## config.mk

```make
export PLATFORM = sky130hd
export DESIGN_NAME = playback_sequencer
export DESIGN_NICKNAME = d
export VERILOG_FILES = /design/src/rtl/playback_sequencer.sv
export SDC_FILE = /design/constraint.sdc
export NUM_CORES = 1
export LEC_CHECK = 0
export BUFFER_PORTS_ARGS = -buffer_cell sky130_fd_sc_hd__buf_2
export CAP_MARGIN = 20
export CORE_ASPECT_RATIO = 2
export CORE_MARGIN = 10
export CORE_UTILIZATION = 55
export CTS_CLUSTER_DIAMETER = 60
export DETAILED_ROUTE_END_ITERATION = 16
export PLACE_DENSITY = 0.86
export SETUP_SLACK_MARGIN = 0.02
export SYNTH_ARGS = -nofsm -noshare
export SYNTH_HDL_FRONTEND = slang
export SYNTH_SLANG_ARGS = --single-unit
export TNS_END_PERCENT = 1
```

## constraint.sdc

```tcl
create_clock -name clk -period 5.25 [get_ports clk]
set_input_delay 0.2625 -clock clk [delete_from_list [all_inputs] [get_ports clk]]
set_output_delay 0.2625 -clock clk [all_outputs]
set_load 0.005 [all_outputs]
```

## src/rtl/playback_sequencer.sv

```systemverilog
// Steps through a note RAM at a fixed tempo, sounding each entry with a short
// silent gap at the end of the step, optionally looping back to entry 0.
module playback_sequencer #(
    parameter int TICKS_PER_STEP = 25000000,
    parameter int GAP_TICKS      = 2500000,
    parameter int DEPTH          = 40
) (
    input  logic       clk,
    input  logic       reset,
    input  logic       play,
    input  logic       loop_en,
    input  logic [5:0] num_notes,
    output logic [5:0] rd_addr,
    input  logic [5:0] rd_data,
    output logic [5:0] note_code,
    output logic       note_on,
    output logic [5:0] step_pos,
    output logic       playing,
    output logic       done
);

    localparam int CNT_W = (TICKS_PER_STEP > 2) ? $clog2(TICKS_PER_STEP) : 1;
    localparam logic [CNT_W-1:0] LAST_CNT = CNT_W'(TICKS_PER_STEP - 1);
    localparam logic [CNT_W-1:0] ON_CNT   = CNT_W'(TICKS_PER_STEP - GAP_TICKS);

    typedef enum logic [1:0] {IDLE, FETCH, STEP, HOLD} state_t;

    state_t           state, state_nx;
    logic [CNT_W-1:0] cnt, cnt_nx;
    logic [5:0]       step_pos_nx;
    logic [5:0]       note_code_nx;
    logic [5:0]       n_lat, n_lat_nx;
    logic [5:0]       eff_count;
    logic [5:0]       nxt;
    logic             last_entry;
    logic             last_tick;

    // Compositions longer than the RAM are limited to its depth.
    function automatic logic [5:0] clamp_count(input logic [5:0] n);
        if (int'(n) > DEPTH)
            return 6'(DEPTH);
        return n;
    endfunction

    assign eff_count  = clamp_count(num_notes);
    assign last_entry = (step_pos == n_lat - 6'd1);
    assign last_tick  = (cnt == LAST_CNT);
    assign nxt        = last_entry ? 6'd0 : step_pos + 6'd1;

    always_ff @(posedge clk) begin
        if (reset) begin
            state     <= IDLE;
            cnt       <= '0;
            step_pos  <= '0;
            note_code <= '0;
            n_lat     <= '0;
        end else begin
            state     <= state_nx;
            cnt       <= cnt_nx;
            step_pos  <= step_pos_nx;
            note_code <= note_code_nx;
            n_lat     <= n_lat_nx;
        end
    end

    always_comb begin
        state_nx     = state;
        cnt_nx       = cnt;
        step_pos_nx  = step_pos;
        note_code_nx = note_code;
        n_lat_nx     = n_lat;
        rd_addr      = 6'd0;
        note_on      = 1'b0;
        playing      = 1'b0;
        done         = 1'b0;

        case (state)
            IDLE: begin
                if (play && (eff_count != 6'd0)) begin
                    n_lat_nx = eff_count;
                    state_nx = FETCH;
                end
            end

            FETCH: begin
                playing = 1'b1;
                if (!play) begin
                    state_nx    = IDLE;
                    step_pos_nx = 6'd0;
                end else begin
                    state_nx     = STEP;
                    note_code_nx = rd_data;
                    step_pos_nx  = 6'd0;
                    cnt_nx       = '0;
                end
            end

            STEP: begin
                playing = 1'b1;
                // Address the following entry for the whole step so the RAM
                // word is ready by the boundary.
                rd_addr = nxt;
                note_on = (cnt < ON_CNT);
                if (!play) begin
                    state_nx    = IDLE;
                    step_pos_nx = 6'd0;
                    cnt_nx      = '0;
                end else if (!last_tick) begin
                    cnt_nx = cnt + CNT_W'(1);
                end else if (!last_entry || loop_en) begin
                    step_pos_nx  = nxt;
                    note_code_nx = rd_data;
                    cnt_nx       = '0;
                end else begin
                    done     = 1'b1;
                    cnt_nx   = '0;
                    state_nx = HOLD;
                end
            end

            HOLD: begin
                if (!play)
                    state_nx = IDLE;
            end

            default: state_nx = IDLE;
        endcase
    end

endmodule

```

# == After elaboration in Yosys (flattened, before gate mapping) ==
# Index checks and enable logic that the tools add are counted.
# classes
n_addsub,3
mux,31
reduce_logical,12
n_lt_le_gt_ge,2
n_eq_ne,14
# ops
operator,count
$mux 25,3
$mux 6,11
$pmux 25 s2,1
$add 25x1->25 const B,1
$eq 25x25->1 const B,1
$lt 25x25->1 const B,1
$pmux 6 s2,2
$mux 2,6
$ne 2x2->1 const B,6
$ne 3x3->1 const B,3
$pmux 2 s4,1
$mux 1,7
$add 6x1->6 const B,1
$eq 6x6->1,1
$gt 6x6->1 const B,1
$reduce_bool 6->1,1
$sub 6x1->6 const B,1
$reduce_and 5->1,1
$eq 2x2->1 const B,2
$reduce_and 2->1,2
$reduce_and 4->1,1
$reduce_and 3->1,1
$eq 2x1->1 const B,1
$logic_not 2->1,1
5 further kinds,5
# word_totals
regBits,45
in_bits,16

# == Longest topological paths before layout ==
# Gate-level depths: netlist of run 1.
# depth
depth_word,8
ltp_mapped,10
mapped_depth_nobuf,8

# == Least setup slack after synthesis of run 1 ==
# No wires, ideal clock.
# synth_path
path_type,reg2reg
from,register cnt[6]
to,register step_pos[4]
setup_slack_ns,2.795
synth_period_minus_slack_ns,2.455
t_arrival_ns,2.384
setup_ns,0.071
path_buffers,0
path_stages_with_launch,7
path_cell_list,dfxtp_1 > or4_1 > or4_4 > o31ai_4 > o311ai_2 > or4_1 > a21oi_1
# synth_via
elab_chain_len,3
# synth_lines
element,line,text
"start, declared",29,"logic [CNT_W-1:0] cnt, cnt_nx;"
"start signal, assigned",59,cnt <= cnt_nx;
$eq 25x25->1,47,assign last_tick = (cnt == LAST_CNT);
$ne 3x3->1 (no source line),--,
$reduce_and 3->1 (no source line),--,
"end signal, assigned",60,step_pos <= step_pos_nx;
"end, declared",17,"output logic [5:0] step_pos,"
# No other way between the ends.
# A chain may end at the register's enable or synchronous reset.

# == Worst setup path after layout of run 1 ==
# Same ends and word-level chain as after synthesis.

==> results of run 1 <==
-- through the flow --
step	power, W	area [sq um]	hold WS [ps]	util (%)
floorplan	0.000428	2670	411	-
global route	0.000747	2980	209	64.1
finish	0.000721	2980	198	64.1
CTS	0.000724	2980	203	64.1
detailed placement	0.000456	2860	476	61.6
global placement	0.000451	2860	456	61.6
-- synthesized netlist by cell type, types with 9 or more instances --
cell type	instances	share of area, %
a21oi_1	19	3.6
clkbuf_1	12	1.7
dfxtp_1	45	34
inv_1	12	1.7
mux2i_1	10	3.8
nand2_1	25	3.5
nand2b_1	17	4.0
nand4_1	9	2.1
nor2_1	43	6.1
o21ai_0	15	2.8
xnor2_1	19	6.2
-- cell families after synthesis --
family | count (synthesis) | share of synthesized area, %
adders and majority gates | 8 | 3.76
xor gates and xnor gates | 27 | 8.87
muxes | 10 | 3.76
DFF | 45 | 33.8
buffers and inverters | 27 | 3.94
and+or+nand+nor | 153 | 30.6
AOI/OAI and AO/OA | 61 | 15.3
-- sequential cells by signal (all words and copies together), names as in the netlist --
signal     cells
cnt           25
n_lat          6
note_code      6
step_pos       6
state          2
-- final timing paths --
kind                   to
max           step_pos[4]
min          note_code[2]
max reg2reg   step_pos[4]
min reg2reg  note_code[5]
-- power groups by stage --
stage | logic (W) | registers, W | clock network, W
after floorplan | 0.0000643 | 0.000364 | 0
after global placement | 0.0000859 | 0.000365 | 0
after detailed placement | 0.0000898 | 0.000366 | 0
after CTS | 0.0000903 | 0.000358 | 0.000276
after global routing | 0.000100 | 0.000359 | 0.000288
final | 0.0000901 | 0.000358 | 0.000273
-- worst max-delay path, cell delays in order, from the launching register on --
cell      delay, ps
dfxtp_1         370
or4_1           590
or4_4           560
o31ai_4         430
o311ai_2        270
or4_1           520
a21oi_1         120
-- metal layers --
metal  part of all wire (%)  track usage, %  wire length [um]  vias to the layer above
met5                      0               0                 0                        -
met4                    3.6            9.37               243                        0
met3                    3.9            3.69               268                       21
met2                     57            32.1              3860                       70
met1                     36            14.5              2450                     1217
li1                       -               -                 -                     1226
-- layout make-up --
| class | count | area (sq um) | area share [%] |
|---|---|---|---|
| inverters | 12 | 45.0 | 1.51 |
| clock buffers | 5 | 68.8 | 2.31 |
| well taps | 55 | 68.8 | 2.31 |
| repair buffers | 37 | 188 | 6.31 |
| clock inverters | 3 | 46.3 | 1.56 |
| multi-input cells | 259 | 1660 | 55.7 |
| flip-flops and latches | 45 | 901 | 30.3 |
==> metrics.txt, run 1 <==
fill cell total of the finished layout=about 420; first-pass detailed-route iteration total=4; commonest cells after routing, fill and taps aside=45 x dfxtp_1, 43 x nor2_1, 36 x buf_2, 25 x nand2_1; final instance count without filler cells=around 420; clock-pin slew on the worst setup and hold paths=around 100 ps; CP Capture Type=flop; commonest non-fill, non-tap cell in the layout=dfxtp_1; period utilization=55.3%; Yosys reg bits=45; die area=0.00820 sq mm; Arrival @ worst endpoint=3150 ps; final setup violation count=0; Avg Synthesized Cell Area=8.05 sq um; crit path launch=cnt[6]; # Max-Cap Violations=0; post-synthesis sequential area ratio=33.8%; final hold violation count=0; Bufs on Longest Clock Path=2; Port-buffer cells=36; count of mapped cells out of synthesis=about 330; category of the worst setup path launch point=flop; post-place setup slack=2370 ps; CTS tree=yes; HPWL Detailed=5210 um; class of the most critical setup path=flop to flop; placement row count=35; number of different library cells in the post-synthesis netlist=45; I/O pins=37; flop2flop setup slack=2350 ps; power share of the combinational group=12.5%; # Post-CTS Setup Buffers=0; initial drt markers=between 200 and 250; Hold/Removal Path Class=input port to flop; Placeable Area=around 0.0046 sq mm; Root Driver=clkbuf_8; Reg power frac=49.7%; clock period minus final worst setup slack=2900 ps; P_sw=0.000192 W; Die Height=between 100 and 150 um; Synthesis Warnings=0; global-route wire length before repair=11600 um; Post-Route Skew=13.4 ps; required time at the worst-slack endpoint=5500 ps; unrepaired setup endpoints after global routing=no; TritonCTS Sinks=45; nets=between 300 and 400; largest net degree at the start of global routing=42; insertion delay of the later-clocked pin in the worst-skew pair=between 300 and 400 ps; count of placed standard cells including taps=408; aggregate global routing overflow=0; outcome=complete, no violations; cts bufs inserted=5; Detailed Route WL=6820 um; total count of max-transition violations in the final report=0; Worst Hold Path Cells=3; post-synthesis net count=355; post-synthesis async set-or-reset flop share=0%; number of antenna violations at the first check in global routing=0; achievable clock frequency=344 MHz; H-tree levels=2; static leakage=1.14 nW; post-route worst setup slack=between 2000 and 2500 ps; remaining design rule violation count=0; Diodes inserted=0; width of the chip=69.2 um; Area growth syn-to-layout=11.7%; via count of the first global-routing pass=2563; detailed-route wire length per cell=16.4 um; routed vias=2534; largest fanout of any net on the critical path=11; number of enable-type register cells in the synthesized netlist=0; largest vdd supply drop=0.221 mV; quantity of gates resized following cts=0; cell area after synthesis=between 0.002 and 0.003 sq mm; launch point of the worst hold path=rd_data[2]; reg2reg start=cnt[6]; fraction of layout instances using a drive strength above 1=between 10 and 15%; hold-fix buffer count after cts=0; overall routing resource usage=~16%; switch share=between 20% and 30%; clock network fraction of total power=between 30% and 40%; initial core utilization=a little under three fifths; Setup Total Neg Slack=0 ps; pin slew with the least headroom to its limit=796 ps; reg2reg path depth=6; Main synth FF type=dfxtp_1; internal power component=0.000529 W; Power Density=242 mW/mm^2; number of vias per cell after detailed routing=6.09; RePlAce Congestion=0.914; Max transition margin=46.4%; antenna-violating nets left=0
Note: power is estimated with default switching activity, not from simulation.
==> inputs of run 2 (changes only) <==
Clock period 5.25 ns to 2.8 ns, I/O delays scaled along.
==> run 2 against run 1 <==
  * Routed wire length shrank 1.1%
  * Hold slack lost 110 ps
  * Sequential power up 87%
  * Die area unchanged
  * Total power grew 74%
  * Clock power rose by 49%
  * Critical path depth increased by 2
  * Clock skew decreased by 2.4 ps
  * Register-to-register slack got worse by 2100 ps
  * Critical endpoint is now done
  * Largest cell class unchanged
==> metrics.txt, run 2 (same netlist as run 1, synthesis figures left out) <==
post-place setup slack=267 ps; count of placed standard cells including taps=between 400 and 500; power after layout=approximately 0.0013 W; # Post-CTS Setup Buffers=0; Area growth syn-to-layout=13.6%; class of the most critical setup path=flop to output port; post-layout util=between 60% and 70%; Port-buffer cells=36; Root Driver=clkbuf_8; required time at the worst-slack endpoint=2660 ps; final hold violation count=0; TritonCTS Sinks=45; detailed-route wire length per cell=15.8 um; cells traversed along the worst timing path=inv_1 -> ha_1 -> xnor2_1 -> a211oi_1 -> o211ai_1 -> or3_1 -> nor2_1 -> buf_2; number of flip-flops under the largest register name=25; CTS tree=yes; pin slew with the least headroom to its limit=~650 ps; H-tree levels=2; largest fanout of any net on the critical path=5; Placeable Area=0.00464 sq mm; die area=between 0.008 and 0.009 sq mm; first-pass detailed-route iteration total=5; CP Capture Type=output port; Crit-path slowest cell=or3_1; placement row count=35; I/O pins=37; fraction of layout instances using a drive strength above 1=between 15 and 20%; Bufs on Longest Clock Path=2; P_sw=0.000350 W; initial drt markers=~150; number of vias per cell after detailed routing=6.00; commonest non-fill, non-tap cell in the layout=dfxtp_1; routed vias=2554; insertion delay of the later-clocked pin in the worst-skew pair=roughly 300 ps; total count of max-transition violations in the final report=0; final instance count without filler cells=roughly 430; internal power component=~0.00090 W; hold-fix buffer count after cts=0; switch share=27.9%; Crit path largest cell delay=around 460 ps; category of the worst setup path launch point=flop; clock-pin slew on the worst setup and hold paths=90 ps; # Max-Cap Violations=0; commonest cells after routing, fill and taps aside=45 x dfxtp_1, 43 x nor2_1, 36 x buf_2, 25 x nand2_1; aggregate global routing overflow=0; RePlAce Congestion=0.915; Post-Route Skew=10.9 ps; remaining design rule violation count=0; Diodes inserted=0; outcome=complete, no violations; static leakage=1.17 nW; cts bufs inserted=5; Reg power frac=53.5%; Max transition margin=between 50% and 60%; clock period minus final worst setup slack=2560 ps; quantity of gates resized following cts=0; unrepaired setup endpoints after global routing=no; width of the chip=69.2 um; Die Height=~120 um; Setup Total Neg Slack=0 ps; achievable clock frequency=391 MHz; post-route worst setup slack=between 200 and 250 ps; largest vdd supply drop=roughly 0.42 mV; period utilization=91.4%; initial core utilization=57.4%; number of antenna violations at the first check in global routing=0; global-route wire length before repair=approximately 11000 um; power share of the combinational group=14.0%; Power Density=414 mW/mm^2; antenna-violating nets left=0; Biggest register=cnt; final setup violation count=0; overall routing resource usage=between 15 and 20%; HPWL Detailed=~5300 um; Detailed Route WL=6740 um; Hold/Removal Path Class=input port to flop; largest net degree at the start of global routing=42; Arrival @ worst endpoint=2420 ps; clock network fraction of total power=32.6%; nets=394; via count of the first global-routing pass=2531
## run 2: cell types whose count changed in the layout (fill, tap and decap cells not counted), sizes merged
cell	before	now
clkinvlp	1	3
buf	37	47
clkinv	1	0
bufinv	1	0
## run 2: final timing paths
path                startpoint            to  slack [ps]  cells past startpoint
hold / removal      rd_data[4]  note_code[4]          90                      3
hold reg to reg   note_code[5]  note_code[5]         480                      2
setup reg to reg        cnt[6]   step_pos[4]         250                      6
setup / recovery      n_lat[0]          done         240                      8
## run 2: cell type report
| type | count | area [sq um] |
|---|---|---|
| Timing Repair Buffer | 47 | 263 |
| Fill cell | 430 | 1610 |
| Clock buffer | 5 | 68.8 |
| Inverter | 12 | 45.0 |
| Sequential cell | 45 | 901 |
| Multi-Input combinational cell | 259 | 1660 |
| Clock inverter | 3 | 22.5 |
| Tap cell | 55 | 68.8 |
## run 2: worst max-delay path: cells and delay by family (launching register included)
kind                     cells  cell delay, ps
AO/OA/AOI/OAI                2             560
XOR/XNOR                     1             140
flip-flops                   1             390
buffers and inverters        2             190
AND/OR/NAND/NOR              2             600
adder cells (fa/ha/maj)      1             230
## run 2: per-stage QoR
| step | hold slack [ps] | instance area (sq um) |
|---|---|---|
| floorplan | 288 | 2670 |
| global placement | 392 | 2940 |
| detailed placement | 407 | 2940 |
| CTS | 88.8 | 3030 |
| global route | 98.0 | 3030 |
| finish | 88.0 | 3030 |
## run 2: power groups by stage
| stage | logic [W] | clock network [W] | registers (W) |
|---|---|---|---|
| 3_5_place_dp | 0.000174 | 0 | 0.000686 |
| 3_3_place_gp | 0.000168 | 0 | 0.000685 |
| 6_report | 0.000175 | 0.000408 | 0.000671 |
| 4_1_cts | 0.000175 | 0.000420 | 0.000671 |
| 2_1_floorplan | 0.000121 | 0 | 0.000682 |
| 5_1_grt | 0.000193 | 0.000445 | 0.000673 |
## run 2: layer usage
metal	global-route usage (%)	wire length, um	part of all wire (%)	up-vias
met3	3.60	292	4.3	22
li1	-	-	-	1243
met1	14.1	2290	34	1216
met5	0	0	0	-
met4	10.6	285	4.2	0
met2	31.9	3870	57	73
==> inputs of run 3 (changes only) <==
Settings changed: CORE_UTILIZATION 55 to 30, PLACE_DENSITY 0.86 to 0.56.
==> run 3 against run 2 <==
  * Total power grew 29%
  * Flip-flop and latch count unchanged
  * Largest power group is now the clock network
  * Worst setup slack better by 38 ps
  * Clock-buffer cell count did not move
  * Critical path depth up 1
==> metrics.txt, run 3 (same netlist as run 1, synthesis figures left out) <==
outcome=complete, no violations; largest net degree at the start of global routing=42; static leakage=1.23 nW; overall routing resource usage=11.0%; Worst Hold Path Cells=3; number of flip-flops under the largest register name=25; largest vdd supply drop=0.354 mV; cell type group with the largest total delay on the critical path=compound AO/OA/AOI/OAI gates; terminating pin of the worst hold path=n_lat[2]; I/O pins=37; fraction of layout instances using a drive strength above 1=17.0%; number of antenna violations at the first check in global routing=0; final setup violation count=0; first-pass detailed-route iteration total=6; remaining design rule violation count=0; final hold violation count=0; global-route wire length before repair=11900 um; initial core utilization=30.8%; width of the chip=between 80 and 90 um; class of the most critical setup path=flop to output port; Reg power frac=just over 40%; reg2reg path depth=6; aggregate global routing overflow=0; Root Driver=clkbuf_16; commonest non-fill, non-tap cell in the layout=dfxtp_1; # Max-Cap Violations=0; Arrival @ worst endpoint=2380 ps; quantity of gates resized following cts=0; standard cell area after detailed placement=0.00298 sq mm; antenna-violating nets left=0; Final Cell Area=0.00319 sq mm; placement row count=48; Crit-path slowest cell=dfxtp_1; die area=0.0133 sq mm; switch share=23.1%; period utilization=90.0%; HPWL Detailed=5680 um; largest fanout of any net on the critical path=6; Hold/Removal Path Class=input port to flop; pin slew with the least headroom to its limit=676 ps; Bufs on Longest Clock Path=2; P_sw=0.000374 W; clock network fraction of total power=47.7%; total count of max-transition violations in the final report=0; cells traversed along the worst timing path=inv_1 -> ha_1 -> xnor2_1 -> a211oi_1 -> o211ai_1 -> buf_4 -> o21ai_1 -> nor2_1 -> buf_2; H-tree levels=2; buffer and inverter count on the worst path=3; Port-buffer cells=36; number of vias per cell after detailed routing=5.17; fill cell total of the finished layout=916; internal power component=0.00124 W; clock-pin slew on the worst setup and hold paths=60 ps; power share of the combinational group=10.8%; Power Density=508 mW/mm^2; Detailed Route WL=7180 um; launch point of the worst hold path=num_notes[2]; final instance count without filler cells=between 400 and 500; Max transition margin=54.5%; TritonCTS Sinks=45; achievable clock frequency=roughly 400 MHz; reg2reg start=cnt[6]; Setup Total Neg Slack=0 ps; Biggest register=cnt; commonest cells after routing, fill and taps aside=45 x dfxtp_1, 43 x nor2_1, 36 x buf_2, 25 x nand2_1; Diodes inserted=0; unrepaired setup endpoints after global routing=no; insertion delay of the later-clocked pin in the worst-skew pair=290 ps; category of the worst setup path launch point=flop; required time at the worst-slack endpoint=2660 ps; Post-Route Skew=~8 ps; initial drt markers=97; nets=394; Die Height=approximately 150 um; reg2reg end=step_pos[4]; CTS tree=yes; flop2flop setup slack=280 ps; depth of the critical timing path with buffers and inverters included=9; via count of the first global-routing pass=2472; Placeable Area=0.00865 sq mm; Area growth syn-to-layout=19.6%; clock period minus final worst setup slack=roughly 2500 ps; detailed-route wire length per cell=approximately 15 um; routed vias=2434; cts bufs inserted=5; RePlAce Congestion=0.847; count of placed standard cells including taps=around 460; Crit path largest cell delay=380 ps; CP Capture Type=output port
## run 3: cell count changes in the layout (fill, tap and decap cells not counted)
cell / change
bufinv_16: +2
clkbuf_16: +5
clkbuf_8: -5
clkinvlp_4: -3
inv_6: +1
## run 3: final cells by class
type | count | area, sq um | share of cell area, %
Multi-Input combinational cell | 259 | 1660 | 52.1
Sequential cell | 45 | 901 | 28.3
Timing Repair Buffer | 47 | 263 | 8.24
Clock buffer | 5 | 125 | 3.93
Tap cell | 100 | 125 | 3.93
Clock inverter | 3 | 68.8 | 2.16
Inverter | 12 | 45.0 | 1.41
## run 3: repair_timing
item                                    in CTS  in global routing
hold buffers                                 0                  0
endpoints found under the setup margin       0                  1
buffers inserted                             0                  2
## run 3: power groups by stage
stage	registers [W]	logic, W	clock network [W]
4_1_cts	0.000672	0.000177	0.000793
5_1_grt	0.000675	0.000196	0.000825
3_3_place_gp	0.000686	0.000174	0
2_1_floorplan	0.000682	0.000121	0
3_5_place_dp	0.000687	0.000176	0
6_report	0.000672	0.000174	0.000772
## run 3: worst max path at each step
stage / from / slack, ps / to
after floorplan: cnt[6] / 350 / step_pos[4]
after global placement: cnt[6] / 330 / step_pos[4]
after detailed placement: cnt[6] / 280 / step_pos[4]
after CTS: n_lat[0] / 170 / done
after global routing: n_lat[0] / 80 / rd_addr[4]
final: n_lat[0] / 280 / rd_addr[3]
## run 3: per-stage QoR
step	worst slack (ps)	total power, W	hold WS, ps	utilization [%]
2_1_floorplan	345	0.000803	288	-
3_3_place_gp	328	0.000860	392	34.4
3_5_place_dp	279	0.000863	397	34.4
4_1_cts	166	0.00164	91.5	36.7
5_1_grt	83.8	0.00170	105	36.8
6_report	279	0.00162	99.6	36.8
## run 3: layer usage
metal  global-route usage [%]  routed length, um
met1                     9.86               2540
met2                     21.3               4090
met3                     2.61                292
met4                     5.74                257
met5                        0                  0
## run 3: worst register-to-register path, stage by stage (launching register included)
cell and delay [ps]:
dfxtp_1 360, or4_1 570, or4_4 550, o31ai_4 220, o311ai_2 150, or4_1 480, a21oi_1 130
